## src/rtl/acp_arb_pkg.sv

```systemverilog
// Shared definitions for the ACP write arbiter: FSM encodings, AXI constants
// and the 4KB burst-boundary helper.
package acp_arb_pkg;

  typedef logic [2:0] arb_state_t;

  localparam arb_state_t ST_IDLE  = 3'd0;
  localparam arb_state_t ST_CHECK = 3'd1;
  localparam arb_state_t ST_ADDR  = 3'd2;
  localparam arb_state_t ST_DATA  = 3'd3;
  localparam arb_state_t ST_RESP  = 3'd4;

  localparam logic [2:0] AXI_SIZE_64    = 3'b011;
  localparam logic [1:0] AXI_BURST_INCR = 2'b01;
  localparam logic [1:0] AXI_RESP_OKAY  = 2'b00;

  // A 64-bit INCR burst stays inside its 4KB page only if the last
  // doubleword index (start index + len) still fits in 9 bits.
  function automatic logic crosses_4kb(input logic [8:0] addr_dw,
                                       input logic [7:0] len);
    logic [9:0] last_dw;
    last_dw = {1'b0, addr_dw} + {2'b00, len};
    return (last_dw > 10'd511);
  endfunction

endpackage

```

## src/rtl/acp_write_arbiter_rr_arbiter.sv

```systemverilog
// Combinational round-robin picker: returns the first active request at or
// after the pointer, wrapping modulo NUM_REQ, as one-hot grant and index.
module rr_arbiter
  import acp_arb_pkg::*;
#(
  parameter int NUM_REQ = 4,
  parameter int IDX_W   = 2
) (
  input  logic [NUM_REQ-1:0] req,
  input  logic [IDX_W-1:0]   ptr,
  output logic [NUM_REQ-1:0] grant,
  output logic [IDX_W-1:0]   idx
);

  // Scan from the pointer position so the most recently served requester is last.
  always_comb begin
    int   slot;
    logic found;
    grant = '0;
    idx   = '0;
    found = 1'b0;
    slot  = 0;
    for (int off = 0; off < NUM_REQ; off++) begin
      slot = int'(ptr) + off;
      if (slot >= NUM_REQ) slot = slot - NUM_REQ;
      if (!found && req[slot]) begin
        found       = 1'b1;
        grant[slot] = 1'b1;
        idx         = slot[IDX_W-1:0];
      end
    end
  end

endmodule

```

## src/rtl/acp_write_arbiter.sv

```systemverilog
// Shares the 64-bit ACP AXI3 write path between NUM_REQ accelerators: one
// coherent burst at a time, round-robin granted, with 4KB/length screening.
module acp_write_arbiter
  import acp_arb_pkg::*;
#(
  parameter int         NUM_REQ     = 4,
  parameter logic [3:0] AWCACHE_VAL = 4'b1111,
  parameter logic [4:0] AWUSER_VAL  = 5'b00001,
  parameter logic [2:0] AWPROT_VAL  = 3'b000,
  parameter int         MAX_LEN     = 15
) (
  input  logic                    clk,
  input  logic                    rst_n,
  input  logic [NUM_REQ-1:0]      req_valid,
  output logic [NUM_REQ-1:0]      req_ready,
  input  logic [NUM_REQ*32-1:0]   req_addr,
  input  logic [NUM_REQ*8-1:0]    req_len,
  input  logic [NUM_REQ*64-1:0]   wr_data,
  input  logic [NUM_REQ*8-1:0]    wr_strb,
  input  logic [NUM_REQ-1:0]      wr_valid,
  output logic [NUM_REQ-1:0]      wr_ready,
  output logic [NUM_REQ-1:0]      done,
  output logic [NUM_REQ-1:0]      err,
  output logic                    busy,
  output logic [2:0]              grant_id,
  output logic [31:0]             M_AXI_AWADDR,
  output logic [7:0]              M_AXI_AWLEN,
  output logic [2:0]              M_AXI_AWSIZE,
  output logic [1:0]              M_AXI_AWBURST,
  output logic [3:0]              M_AXI_AWCACHE,
  output logic [4:0]              M_AXI_AWUSER,
  output logic [2:0]              M_AXI_AWPROT,
  output logic                    M_AXI_AWVALID,
  input  logic                    M_AXI_AWREADY,
  output logic [63:0]             M_AXI_WDATA,
  output logic [7:0]              M_AXI_WSTRB,
  output logic                    M_AXI_WLAST,
  output logic                    M_AXI_WVALID,
  input  logic                    M_AXI_WREADY,
  input  logic [1:0]              M_AXI_BRESP,
  input  logic                    M_AXI_BVALID,
  output logic                    M_AXI_BREADY
);

  localparam int IDX_W = $clog2(NUM_REQ);

  logic [NUM_REQ-1:0][31:0] addr_arr;
  logic [NUM_REQ-1:0][7:0]  len_arr;
  logic [NUM_REQ-1:0][63:0] data_arr;
  logic [NUM_REQ-1:0][7:0]  strb_arr;

  assign addr_arr = req_addr;
  assign len_arr  = req_len;
  assign data_arr = wr_data;
  assign strb_arr = wr_strb;

  arb_state_t         state;
  logic [IDX_W-1:0]   rr_ptr;
  logic [IDX_W-1:0]   grant_q;
  logic [31:0]        lat_addr;
  logic [7:0]         lat_len;
  logic [7:0]         beat_cnt;

  logic [NUM_REQ-1:0] arb_grant;
  logic [IDX_W-1:0]   arb_idx;
  logic               any_req;
  logic               reject;
  logic               last_beat;
  logic               w_hs;
  logic [IDX_W-1:0]   next_ptr;

  rr_arbiter #(
    .NUM_REQ (NUM_REQ),
    .IDX_W   (IDX_W)
  ) u_rr_arbiter (
    .req   (req_valid),
    .ptr   (rr_ptr),
    .grant (arb_grant),
    .idx   (arb_idx)
  );

  assign any_req   = |arb_grant;
  assign reject    = (lat_len > 8'(MAX_LEN)) || crosses_4kb(lat_addr[11:3], lat_len);
  assign last_beat = (beat_cnt == lat_len);
  assign w_hs      = (state == ST_DATA) && wr_valid[grant_q] && M_AXI_WREADY;
  assign next_ptr  = (grant_q == IDX_W'(NUM_REQ - 1)) ? '0 : grant_q + IDX_W'(1);
  assign busy      = (state != ST_IDLE);
  assign grant_id  = 3'(grant_q);

  // Burst sequencing: latch a winner, screen it, then walk AW, W and B in order.
  always_ff @(posedge clk or negedge rst_n) begin
    if (!rst_n) begin
      state    <= ST_IDLE;
      rr_ptr   <= '0;
      grant_q  <= '0;
      lat_addr <= '0;
      lat_len  <= '0;
      beat_cnt <= '0;
    end else begin
      case (state)
        ST_IDLE: begin
          if (any_req) begin
            grant_q  <= arb_idx;
            lat_addr <= addr_arr[arb_idx];
            lat_len  <= len_arr[arb_idx];
            state    <= ST_CHECK;
          end
        end
        ST_CHECK: begin
          if (reject) begin
            rr_ptr <= next_ptr;
            state  <= ST_IDLE;
          end else begin
            state  <= ST_ADDR;
          end
        end
        ST_ADDR: begin
          if (M_AXI_AWREADY) begin
            beat_cnt <= '0;
            state    <= ST_DATA;
          end
        end
        ST_DATA: begin
          if (w_hs) begin
            beat_cnt <= beat_cnt + 8'd1;
            if (last_beat) state <= ST_RESP;
          end
        end
        ST_RESP: begin
          if (M_AXI_BVALID) begin
            rr_ptr <= next_ptr;
            state  <= ST_IDLE;
          end
        end
        default: state <= ST_IDLE;
      endcase
    end
  end

  // Channel outputs are decoded from the state so everything drops at once on reset.
  always_comb begin
    req_ready     = '0;
    wr_ready      = '0;
    done          = '0;
    err           = '0;
    M_AXI_AWADDR  = '0;
    M_AXI_AWLEN   = '0;
    M_AXI_AWSIZE  = '0;
    M_AXI_AWBURST = '0;
    M_AXI_AWCACHE = '0;
    M_AXI_AWUSER  = '0;
    M_AXI_AWPROT  = '0;
    M_AXI_AWVALID = 1'b0;
    M_AXI_WDATA   = '0;
    M_AXI_WSTRB   = '0;
    M_AXI_WLAST   = 1'b0;
    M_AXI_WVALID  = 1'b0;
    M_AXI_BREADY  = 1'b0;
    case (state)
      ST_CHECK: begin
        if (reject) begin
          req_ready[grant_q] = 1'b1;
          done[grant_q]      = 1'b1;
          err[grant_q]       = 1'b1;
        end
      end
      ST_ADDR: begin
        M_AXI_AWVALID      = 1'b1;
        M_AXI_AWADDR       = lat_addr & 32'hFFFF_FFF8;
        M_AXI_AWLEN        = lat_len;
        M_AXI_AWSIZE       = AXI_SIZE_64;
        M_AXI_AWBURST      = AXI_BURST_INCR;
        M_AXI_AWCACHE      = AWCACHE_VAL;
        M_AXI_AWUSER       = AWUSER_VAL;
        M_AXI_AWPROT       = AWPROT_VAL;
        req_ready[grant_q] = M_AXI_AWREADY;
      end
      ST_DATA: begin
        M_AXI_WDATA       = data_arr[grant_q];
        M_AXI_WSTRB       = strb_arr[grant_q];
        M_AXI_WVALID      = wr_valid[grant_q];
        M_AXI_WLAST       = last_beat;
        wr_ready[grant_q] = M_AXI_WREADY;
      end
      ST_RESP: begin
        M_AXI_BREADY  = 1'b1;
        done[grant_q] = M_AXI_BVALID;
        err[grant_q]  = M_AXI_BVALID && (M_AXI_BRESP != AXI_RESP_OKAY);
      end
      default: begin
      end
    endcase
  end

endmodule

```

## config.mk

```make
export PLATFORM = sky130hd
export DESIGN_NAME = acp_write_arbiter
export DESIGN_NICKNAME = d
export VERILOG_FILES = /design/src/rtl/acp_arb_pkg.sv /design/src/rtl/acp_write_arbiter_rr_arbiter.sv /design/src/rtl/acp_write_arbiter.sv
export SDC_FILE = /design/constraint.sdc
export NUM_CORES = 1
export LEC_CHECK = 0
export ABC_AREA = 1
export CORE_AREA = 4 4 238 240
export DETAILED_ROUTE_END_ITERATION = 10
export DIE_AREA = 0 0 242 244
export HOLD_SLACK_MARGIN = 0.03
export SLEW_MARGIN = 5
export SYNTH_ARGS = -nofsm -noshare
export SYNTH_HDL_FRONTEND = slang
export SYNTH_SLANG_ARGS = --single-unit
```

## constraint.sdc

```tcl
create_clock -name clk -period 3.67 [get_ports clk]
set_input_delay 0.5505 -clock clk [delete_from_list [all_inputs] [get_ports clk]]
set_output_delay 0.5505 -clock clk [all_outputs]
set_load 0.1 [all_outputs]
```

* Yosys cells after proc, flatten, opt, wreduce, memory -nomap -nowiden
Index checks and enable logic that the tools add are counted.
Storage, ports and cells: register bits after elaboration 55, logic and storage cells 155
Operators by class: add/sub/neg operators 10, order comparisons 17, eq/ne operators 12, mux-type cells 78, bitwise gates (word level) 7, reduce and logical (&&, ||, !) cells 25
Operator list (number):
- two-way mux 32 bit | 6
- binary-select mux 64 bit (select 2 bit) | 1
- >= comparator 32 x 1 -> 1 bit, second input constant | 4
- less-than comparator 32 x 4 -> 1 bit, second input constant | 4
- two-way mux 64 bit | 2
- >= comparator 32 x 4 -> 1 bit, second input constant | 3
- subtractor 32 x 4 -> 32 bit, second input constant | 3
- binary-select mux 32 bit (select 2 bit) | 1
- two-way mux 8 bit | 6
- binary-select mux 8 bit (select 2 bit) | 2
- two-way mux 4 bit | 7
- one-hot mux 4 bit (2 select lines) | 3
- two-way mux 1 bit | 23
- two-way mux 2 bit | 9
- AND 4 bit | 4
- one-hot mux 8 bit (2 select lines) | 1
- two-way mux 3 bit | 5
- one-hot mux 3 bit (5 select lines) | 1
- != test 2 bit, second input constant | 6
- OR 4 bit | 3
- logical AND 1 bit | 11
- adder 9 x 8 -> 10 bit | 1
- binary-select mux 1 bit (select 2 bit) | 5
- demux 1 bit (select 2 bit) | 5
- other kinds (25) | 33

* Longest topological paths before layout
Gate-level depths: netlist of run 1.
depth after elaboration 18, gate-level depth with buffers 18, depth with buffers taken out 15

* Cells and area by module
Synthesis of run 1 repeated with hierarchy kept, for this count alone.
Second synthesis, totals: cell total of the unflattened synthesis 1303, area, all modules 7079.3 µm²
By module, submodules not included:
- acp_write_arbiter | times used 1, cells an instance 1218, area each 6526.3 µm²
- rr_arbiter | times used 1, cells an instance 85, area each 553.0 µm²

* Worst setup path before layout of run 1
Ideal clock, no wire load.
kind reg2out, start register state[2], end output port req_ready[0], arrival time 4758 ps, slack -1638 ps, stages on the path, launching flop included 6, path through dfrtp_1 > nor2_1 > inv_1 > nor2_1 > nand2_1 > o21ai_0
On the way: longest elaborated chain between the ends 2, elaborated cells between the ends (all ways) 3
RTL lines:
- start, declared | RTL line acp_write_arbiter.sv:57 | arb_state_t state;
- start signal, assigned | RTL line acp_write_arbiter.sv:93 | state <= ST_IDLE;
- start signal, assigned | RTL line acp_write_arbiter.sv:106 | state <= ST_CHECK;
- start signal, assigned | RTL line acp_write_arbiter.sv:112 | state <= ST_IDLE;
- == test 3 x 2 -> 1 bit / == test 3 x 1 -> 1 bit (equally long branches) | RTL line acp_write_arbiter.sv:159 | case (state)
- one-hot mux 4 bit (2 select lines) (*) | RTL line acp_write_arbiter.sv:159
- end, declared | RTL line acp_write_arbiter.sv:15 | output logic [NUM_REQ-1:0] req_ready,
Every way passes the cells marked *; elsewhere a longest branch is shown, timed or not.

* Worst setup path after layout of run 1
start register rr_ptr[0], end register lat_len[2]
On the way: longest elaborated chain between the ends 17, elaborated cells between the ends (all ways) 71
RTL lines:
- start, declared | RTL line acp_write_arbiter.sv:58 | logic [IDX_W-1:0] rr_ptr;
- start signal, assigned | RTL line acp_write_arbiter.sv:111 | rr_ptr <= next_ptr;
- start signal, assigned | RTL line acp_write_arbiter.sv:131 | rr_ptr <= next_ptr;
- parallel branches: the longest is 17 deep, another holds subtractor 32 x 4 -> 32 bit
- end signal, assigned | RTL line acp_write_arbiter.sv:105 | lat_len <= len_arr[arb_idx];
- end, declared | RTL line acp_write_arbiter.sv:61 | logic [7:0] lat_len;
Parallel ways; which one is timed is not known. The select of a mux whose other input is x is not followed. A chain may end at the register's enable or synchronous reset.

==> results.txt, run 1 <==
----------------------------------------------------
[Status]
  Result of the run ... finished, final reports clean

[CTS]
  Number of clock sinks ... 52
  CTS Root Buffer Type ... sky130_fd_sc_hd__clkbuf_16
  Cts-stage hold buffer count ... 0
  TritonCTS clock tree ... yes
  CTS Buf Count ... 5
  H-tree depth reported by CTS ... 2
  Setup fix buffers added after clock tree synthesis ... 0
  Count of cells resized by post-cts repair ... 0
  Clock latency on the worst-skew pair ... 0.31 ns
  Number of buffers on the longest clock path ... 2
  Clock-pin slew on the worst setup and hold paths ... 0.08 ns

[Global routing]
  Via count of the first global-routing pass ... 10400
  Pin count of the biggest net entering global routing ... 78
  Total global-route track usage ... 14.0%
  Initial antenna violation count ... 6
  Total congestion overflow ... 0
  First-pass GRT wire length ... 64600 um

[Power]
  Reg power frac ... 9.8%
  Power density cells ... 800 nW/um^2
  IR Drop Worst-Case VDD ... 1.04 mV
  Clock group share of total power ... 4.8%
  Sw Ratio ... 63.2%
  Final total power ... 12.4 mW
  Int Power ... 4.57 mW
  Sw power ... 7.84 mW
  Reported leakage power ... 7.09 nW
  Combinational Power Share ... 85.4%

[Finish]
  Share of cells above drive strength 1 ... 14.6%
  Fill cells ... 6040
  FF/Latch Area ... 1310 um^2
  Final Non-Filler Cells ... 2731
  Multi-input combinational cell area ... 5430 um^2
  Layout Nets ... 2506
  Area growth from synthesis to final layout ... 99.1%
  Final Cell Area ... 15500 um^2

[STA]
  Max Fclk ... 0.312 GHz
  Total negative slack ... 0 ns
  RSZ-0062 raised after global routing ... no
  Share of the clock period used by the worst path after layout ... 87.3%
  Final min period ... 3.20 ns
  Number of hold violations in the final report ... 0
  Fin. max-slew vios ... 0
  Post-route clock skew ... 0.00413 ns
  Worst slew margin ... 29.0%
  Number of setup violations in the final report ... 0
  Worst Setup Slack, final ... 0.468 ns
  Actual transition at the worst max-transition pin ... 1.06 ns

[Logic synthesis]
  Largest family of logic cells by synthesized area ... simple AND/OR/NAND/NOR gates
  Flip-flop and latch count after synthesis ... 52
  Leading cell type by number of instances after synthesis ... sky130_fd_sc_hd__nor2_1
  Xor/xnor share of the synthesized area ... 0.338%
  Most common library cells after synthesis ... sky130_fd_sc_hd__nor2_1, sky130_fd_sc_hd__nand2_1, sky130_fd_sc_hd__inv_1
  Count of flip-flops with a built-in enable after synthesis ... 0
  Share of synthesized area spent on multiplexers ... 0%
  Dominant synthesized flop cell ... sky130_fd_sc_hd__dfrtp_1
  Ranking of synthesized cells by area ... sky130_fd_sc_hd__nor2_1, sky130_fd_sc_hd__dfrtp_1, sky130_fd_sc_hd__nand2_1
  Number of distinct library cells after synthesis ... 30
  Proportion of netlist area held by the largest area contributor ... 17.0%
  Post-synthesis cell count ... 1510
  Synthesis Warnings ... 0
  Synth async-reset ratio ... 100%
  Cell area after technology mapping ... 7780 um^2
  Synthesized-area fraction occupied by adder cells ... 3.21%
  Post-Syn Area per Cell ... 5.16 um^2
  Fraction of the mapped netlist area in simple logic gates ... 44.4%
  Compound-gate portion of the synthesized area ... 16.6%
  Share of the yosys chip area belonging to registers ... 16.7%
  Largest area contributor in the synthesized netlist ... sky130_fd_sc_hd__nor2_1

[Worst setup path]
  Crit start category ... register
  Worst R2R Path Depth ... 13
  Class of the most critical setup path ... reg -> reg
  CP Data Required Time ... 3.92 ns
  Critical path arrival ... 3.45 ns
  Critical path fanouts, max ... 27
  Crit end category ... register

[Detailed routing]
  Vias ... 11000
  Via density per instance ... 4.02
  Initial DRT Pass Iterations ... 5
  DR DRC count ... 0
  Detailed router's first-iteration violation count ... 561
  Average detailed-routed wire length per instance ... 16.1 um
  Count of nets left with antenna violations after detail routing ... 0
  Final routed wirelength across all metal layers ... 44100 um

[Placement]
  DP Wirelength ... 35000 um
  Cell count after placement ... 2720
  DP Area ... 15300 um^2
  GPL Wtd Cong ... 0.814
  Minimum setup slack after placement ... 0.484 ns
  Count of port buffers added during placement ... 590

[Die]
  Floorplan core area ... 54700 um^2
  Top-Level Pins ... 616
  Die height ... 244 um
  Die X-Extent ... 242 um
  Initial Utilization ... 14.2%
  Die Area ... 59000 um^2
  Number of core rows ... 86

[Hold path]
  Worst min-delay path class ... in -> async

[Job]
  Max-cap violation count ... 0

----------------------------------------------------
sequential cells by signal (all words and copies together), names as in the netlist:
register / count
state: 3
lat_len: 8
rr_ptr: 2
grant_q: 2
beat_cnt: 8
lat_addr: 29
critical path, cell delays in order (launching register included):
cell and delay [ns]:
sky130_fd_sc_hd__dfrtp_1 0.68, sky130_fd_sc_hd__inv_6 0.10, sky130_fd_sc_hd__ha_1 0.37, sky130_fd_sc_hd__inv_1 0.11, sky130_fd_sc_hd__nand3_1 0.10, sky130_fd_sc_hd__nand2_1 0.11, sky130_fd_sc_hd__nand4_1 0.09, sky130_fd_sc_hd__nand2_1 0.11
sky130_fd_sc_hd__o21ai_4 0.83, sky130_fd_sc_hd__buf_4 0.27, sky130_fd_sc_hd__nand3_1 0.09, sky130_fd_sc_hd__nand2_1 0.12, sky130_fd_sc_hd__nand2_1 0.07, sky130_fd_sc_hd__nand2_1 0.06
routing by layer:
layer	share of wire [%]	up-vias	GRT usage, %
met3	5.6	44	3.20
met1	42	4906	17.2
li1	-	5685	-
met2	50	325	24.9
met5	0.10	-	0
met4	1.8	8	2.80
worst paths after layout:
path	start	to	slack [ns]
max in group asynchronous	rst_n	grant_q[0]	2.49
min reg2reg	lat_addr[29]	lat_addr[29]	0.48
min in group clk	lat_addr[29]	lat_addr[29]	0.48
max reg2reg	rr_ptr[0]	lat_len[2]	0.47
min	rst_n	lat_addr[3]	0.29
max	rr_ptr[0]	lat_len[2]	0.47
cell families after synthesis:
family          count (synthesis)
simple gates                  842
buf+inv                       337
compound gates                255
flops                          52
fa+ha+maj                      20
xor+xnor                        3
other cells                     1
power by group through the flow:
stage               clock, mW  combinational, mW  sequential, mW
finish                  0.594               10.6            1.22
global placement            0               10.7            1.24
global route            0.642               11.7            1.27
detailed placement          0               10.7            1.24
floorplan                   0               7.58            1.14
CTS                     0.624               10.7            1.23
layout make-up:
cell class	instances	share of cell area, %
repair buffers	614	44.3
multi-input cells	1133	35.0
clock buffers	6	0.896
diodes	3	0.0484
well taps	704	5.68
clock inverters	2	0.250
flip-flops and latches	52	8.44
inverters	217	5.32
metrics by stage:
| step | util (%) | hold WS [ns] |
|---|---|---|
| CTS | 28.3 | 0.310 |
| floorplan | - | 0.255 |
| finish | 28.4 | 0.295 |
| detailed placement | 28.0 | 0.465 |
| global route | 28.3 | 0.342 |
| global placement | 28.0 | 0.464 |
cells in the final DEF (no fill, tap or decap), types with 20 or more instances in the layout:
cell type                         count
sky130_fd_sc_hd__nor2_2              21
sky130_fd_sc_hd__dfrtp_1             50
sky130_fd_sc_hd__nand3_1            173
sky130_fd_sc_hd__buf_12              91
sky130_fd_sc_hd__inv_1              209
sky130_fd_sc_hd__o21ai_0            154
sky130_fd_sc_hd__ha_1                20
sky130_fd_sc_hd__nor2_1             331
sky130_fd_sc_hd__nand2_1            291
sky130_fd_sc_hd__clkdlybuf4s50_1    451
sky130_fd_sc_hd__a21oi_2             72
sky130_fd_sc_hd__buf_4               71
No activity file was read; power rests on OpenSTA's default activity.
==> inputs of run 2 (changes only) <==
--- a/config.mk
+++ b/config.mk
@@ -9,6 +9,7 @@
 export CORE_AREA = 4 4 238 240
 export DETAILED_ROUTE_END_ITERATION = 10
 export DIE_AREA = 0 0 242 244
+export GPL_TIMING_DRIVEN = 0
 export HOLD_SLACK_MARGIN = 0.03
 export SLEW_MARGIN = 5
 export SYNTH_ARGS = -nofsm -noshare
==> run 2 against run 1 <==
Sequential share of layout area is 0.19 points higher. Cell area shrank 2.7%. Wire length rose by 15%. Critical path type is now reg -> out. Clock power shrank 3%. Critical path depth down 6. Die area stayed put. Final cell count up 3.7%.
==> results.txt, run 2 (synthesis gave the netlist of run 1 again) <==
----------------------------------------------------
[Placement]
  Count of port buffers added during placement ... 590 (unchanged)
  Cell count after placement ... 2816 (was 2720)
  DP Area ... 15000 um^2 (was 15300 um^2)
  Minimum setup slack after placement ... -0.718 ns (was 0.484 ns)
  GPL Wtd Cong ... 0.857 (was 0.814)
  DP Wirelength ... 42900 um (was 35000 um)

[CTS]
  Clock-pin slew on the worst setup and hold paths ... 0.08 ns (about the same)
  H-tree depth reported by CTS ... 2 (unchanged)
  CTS Buf Count ... 5 (unchanged)
  Clock latency on the worst-skew pair ... 0.31 ns (about the same)
  TritonCTS clock tree ... yes (unchanged)
  Number of buffers on the longest clock path ... 2 (unchanged)
  CTS Root Buffer Type ... sky130_fd_sc_hd__clkbuf_16 (unchanged)
  Number of clock sinks ... 52 (unchanged)

[Die]
  Initial Utilization ... 14.2% (unchanged)
  Die Area ... 59000 um^2 (unchanged)
  Die height ... 244 um (unchanged)
  Number of core rows ... 86 (unchanged)
  Top-Level Pins ... 616 (unchanged)
  Die X-Extent ... 242 um (unchanged)
  Floorplan core area ... 54700 um^2 (unchanged)

[Finish]
  Max FFs per register ... 29 (unchanged)
  Top reg by flops ... lat_addr (unchanged)
  Layout Nets ... 2602 (was 2506)
  Largest registers ... lat_addr (29), beat_cnt (8), lat_len (8) (unchanged)
  Commonest cells after routing, fill and taps aside ... sky130_fd_sc_hd__clkdlybuf4s50_1, sky130_fd_sc_hd__nor2_1, sky130_fd_sc_hd__nand2_1, sky130_fd_sc_hd__inv_1, sky130_fd_sc_hd__nand3_1 (unchanged)
  Commonest non-fill, non-tap cell in the layout ... sky130_fd_sc_hd__clkdlybuf4s50_1 (unchanged)
  Area growth from synthesis to final layout ... 93.8% (was 99.1%)
  Final Non-Filler Cells ... 2832 (was 2731)
  Share of cells above drive strength 1 ... 15.1% (was 14.6%)
  Final Cell Area ... 15100 um^2 (was 15500 um^2)

[Power]
  Final total power ... 12.7 mW (was 12.4 mW)
  Power density cells ... 840 nW/um^2 (was 800 nW/um^2)
  IR Drop Worst-Case VDD ... 0.364 mV (was 1.04 mV)
  Reported leakage power ... 6.97 nW (was 7.09 nW)

[Worst setup path]
  Worst R2R Path Depth ... 15 (was 13)
  Class of the most critical setup path ... reg -> out (was reg -> reg)
  Reg2Reg Capture Point ... lat_addr[23] (was lat_len[2])
  Crit start category ... register (unchanged)
  Critical path fanouts, max ... 10 (was 27)
  Critical R2R Launch ... rr_ptr[0] (unchanged)
  Critical path arrival ... 2.97 ns (was 3.45 ns)
  Crit end category ... output pin (was register)
  Flop2flop setup slack ... 0.77 ns (was 0.47 ns)
  CP Data Required Time ... 3.12 ns (was 3.92 ns)

[Global routing]
  Total congestion overflow ... 0 (unchanged)
  Initial antenna violation count ... 11 (was 6)
  Via count of the first global-routing pass ... 11200 (was 10400)
  Total global-route track usage ... 16.0% (was 14.0%)
  First-pass GRT wire length ... 72000 um (was 64600 um)
  Pin count of the biggest net entering global routing ... 53 (was 78)

[STA]
  Worst Setup Slack, final ... 0.154 ns (was 0.468 ns)
  RSZ-0062 raised after global routing ... yes (was no)
  Actual transition at the worst max-transition pin ... 1.10 ns (was 1.06 ns)
  Total negative slack ... 0 ns (unchanged)
  Share of the clock period used by the worst path after layout ... 95.8% (was 87.3%)
  Post-route clock skew ... 0.00605 ns (was 0.00413 ns)
  Max Fclk ... 0.284 GHz (was 0.312 GHz)
  Number of setup violations in the final report ... 0 (unchanged)
  Fin. max-slew vios ... 0 (unchanged)
  Final min period ... 3.52 ns (was 3.20 ns)
  Worst slew margin ... 26.4% (was 29.0%)
  Number of hold violations in the final report ... 0 (unchanged)

[Detailed routing]
  Via density per instance ... 4.10 (was 4.02)
  Count of nets left with antenna violations after detail routing ... 0 (unchanged)
  Detailed router's first-iteration violation count ... 558 (was 561)
  Average detailed-routed wire length per instance ... 17.9 um (was 16.1 um)
  Final routed wirelength across all metal layers ... 50700 um (was 44100 um)
  Initial DRT Pass Iterations ... 5 (unchanged)
  Vias ... 11600 (was 11000)
  DR DRC count ... 0 (unchanged)

[Hold path]
  Worst min-delay path class ... in -> async (unchanged)

[Job]
  Max-cap violation count ... 0 (unchanged)

[Status]
  Result of the run ... finished, final reports clean (unchanged)

----------------------------------------------------
## run 2: cell count changes in the layout (fill, tap and decap cells not counted), moves of 27 or more
cell,change
sky130_fd_sc_hd__buf_12,-91
sky130_fd_sc_hd__buf_2,+43
sky130_fd_sc_hd__buf_4,-36
sky130_fd_sc_hd__clkbuf_1,+35
sky130_fd_sc_hd__clkbuf_2,+27
sky130_fd_sc_hd__clkdlybuf4s15_2,+65
## run 2: repair_timing
item,in CTS,in global routing
hold buffers,0,0
setup endpoints to repair,125,70
resized for setup,370,71
buffers inserted,0,0
## run 2: power by group
group,internal (mW),total [mW],switching (mW)
clock,0.326,0.575,0.249
combinational,3.18,10.9,7.73
sequential,0.883,1.19,0.308
total,4.38,12.7,8.28
## run 2: area by class of cell
type | instances | area [um^2]
inverter | 217 | 820
buffer | 120 | 659
fill | 6245 | 39600
multi-input combinational | 1133 | 5420
tap | 704 | 881
clock inverter | 2 | 38.8
timing repair buffer | 590 | 5820
sequential | 52 | 1300
antenna | 8 | 20.0
clock buffer | 6 | 129
## run 2: critical path, cell delays in order (launching register included)
cell and delay (ns):
sky130_fd_sc_hd__dfrtp_1 0.41, sky130_fd_sc_hd__inv_1 0.12, sky130_fd_sc_hd__nor3_2 0.09, sky130_fd_sc_hd__inv_1 0.12, sky130_fd_sc_hd__clkbuf_1 0.66, sky130_fd_sc_hd__clkbuf_1 0.66
sky130_fd_sc_hd__a21oi_2 0.04, sky130_fd_sc_hd__clkdlybuf4s18_2 0.52
## run 2: how the worst max path moves through the flow
stage / startpoint / endpoint / slack, ns / cells past startpoint
4_1_cts: state[2] / M_AXI_AWLEN[2] / -0.22 / 8
3_3_place_gp: grant_q[0] / req_ready[2] / -0.71 / 7
6_report: state[1] / M_AXI_WDATA[21] / 0.15 / 7
5_1_grt: state[1] / M_AXI_WDATA[36] / -0.004 / 7
2_1_floorplan: state[2] / M_AXI_AWADDR[28] / -0.37 / 7
3_5_place_dp: grant_q[0] / req_ready[2] / -0.72 / 7
## run 2: stage by stage
| step | util [%] | hold WS (ns) |
|---|---|---|
| after floorplan | - | 0.255 |
| after global placement | 27.4 | 0.464 |
| after detailed placement | 27.4 | 0.465 |
| after CTS | 27.8 | 0.331 |
| after global routing | 27.6 | 0.361 |
| final | 27.6 | 0.308 |
## run 2: layer usage
layer  GRT usage (%)  wire length, um  up-vias  share of wire (%)
li1                -                -     5887                  -
met1            20.0            21600     5263                 43
met2            27.7            24300      399                 48
met3            4.52             3870       55                7.6
met4            3.07              915       10                1.8
met5               0               61        -               0.12
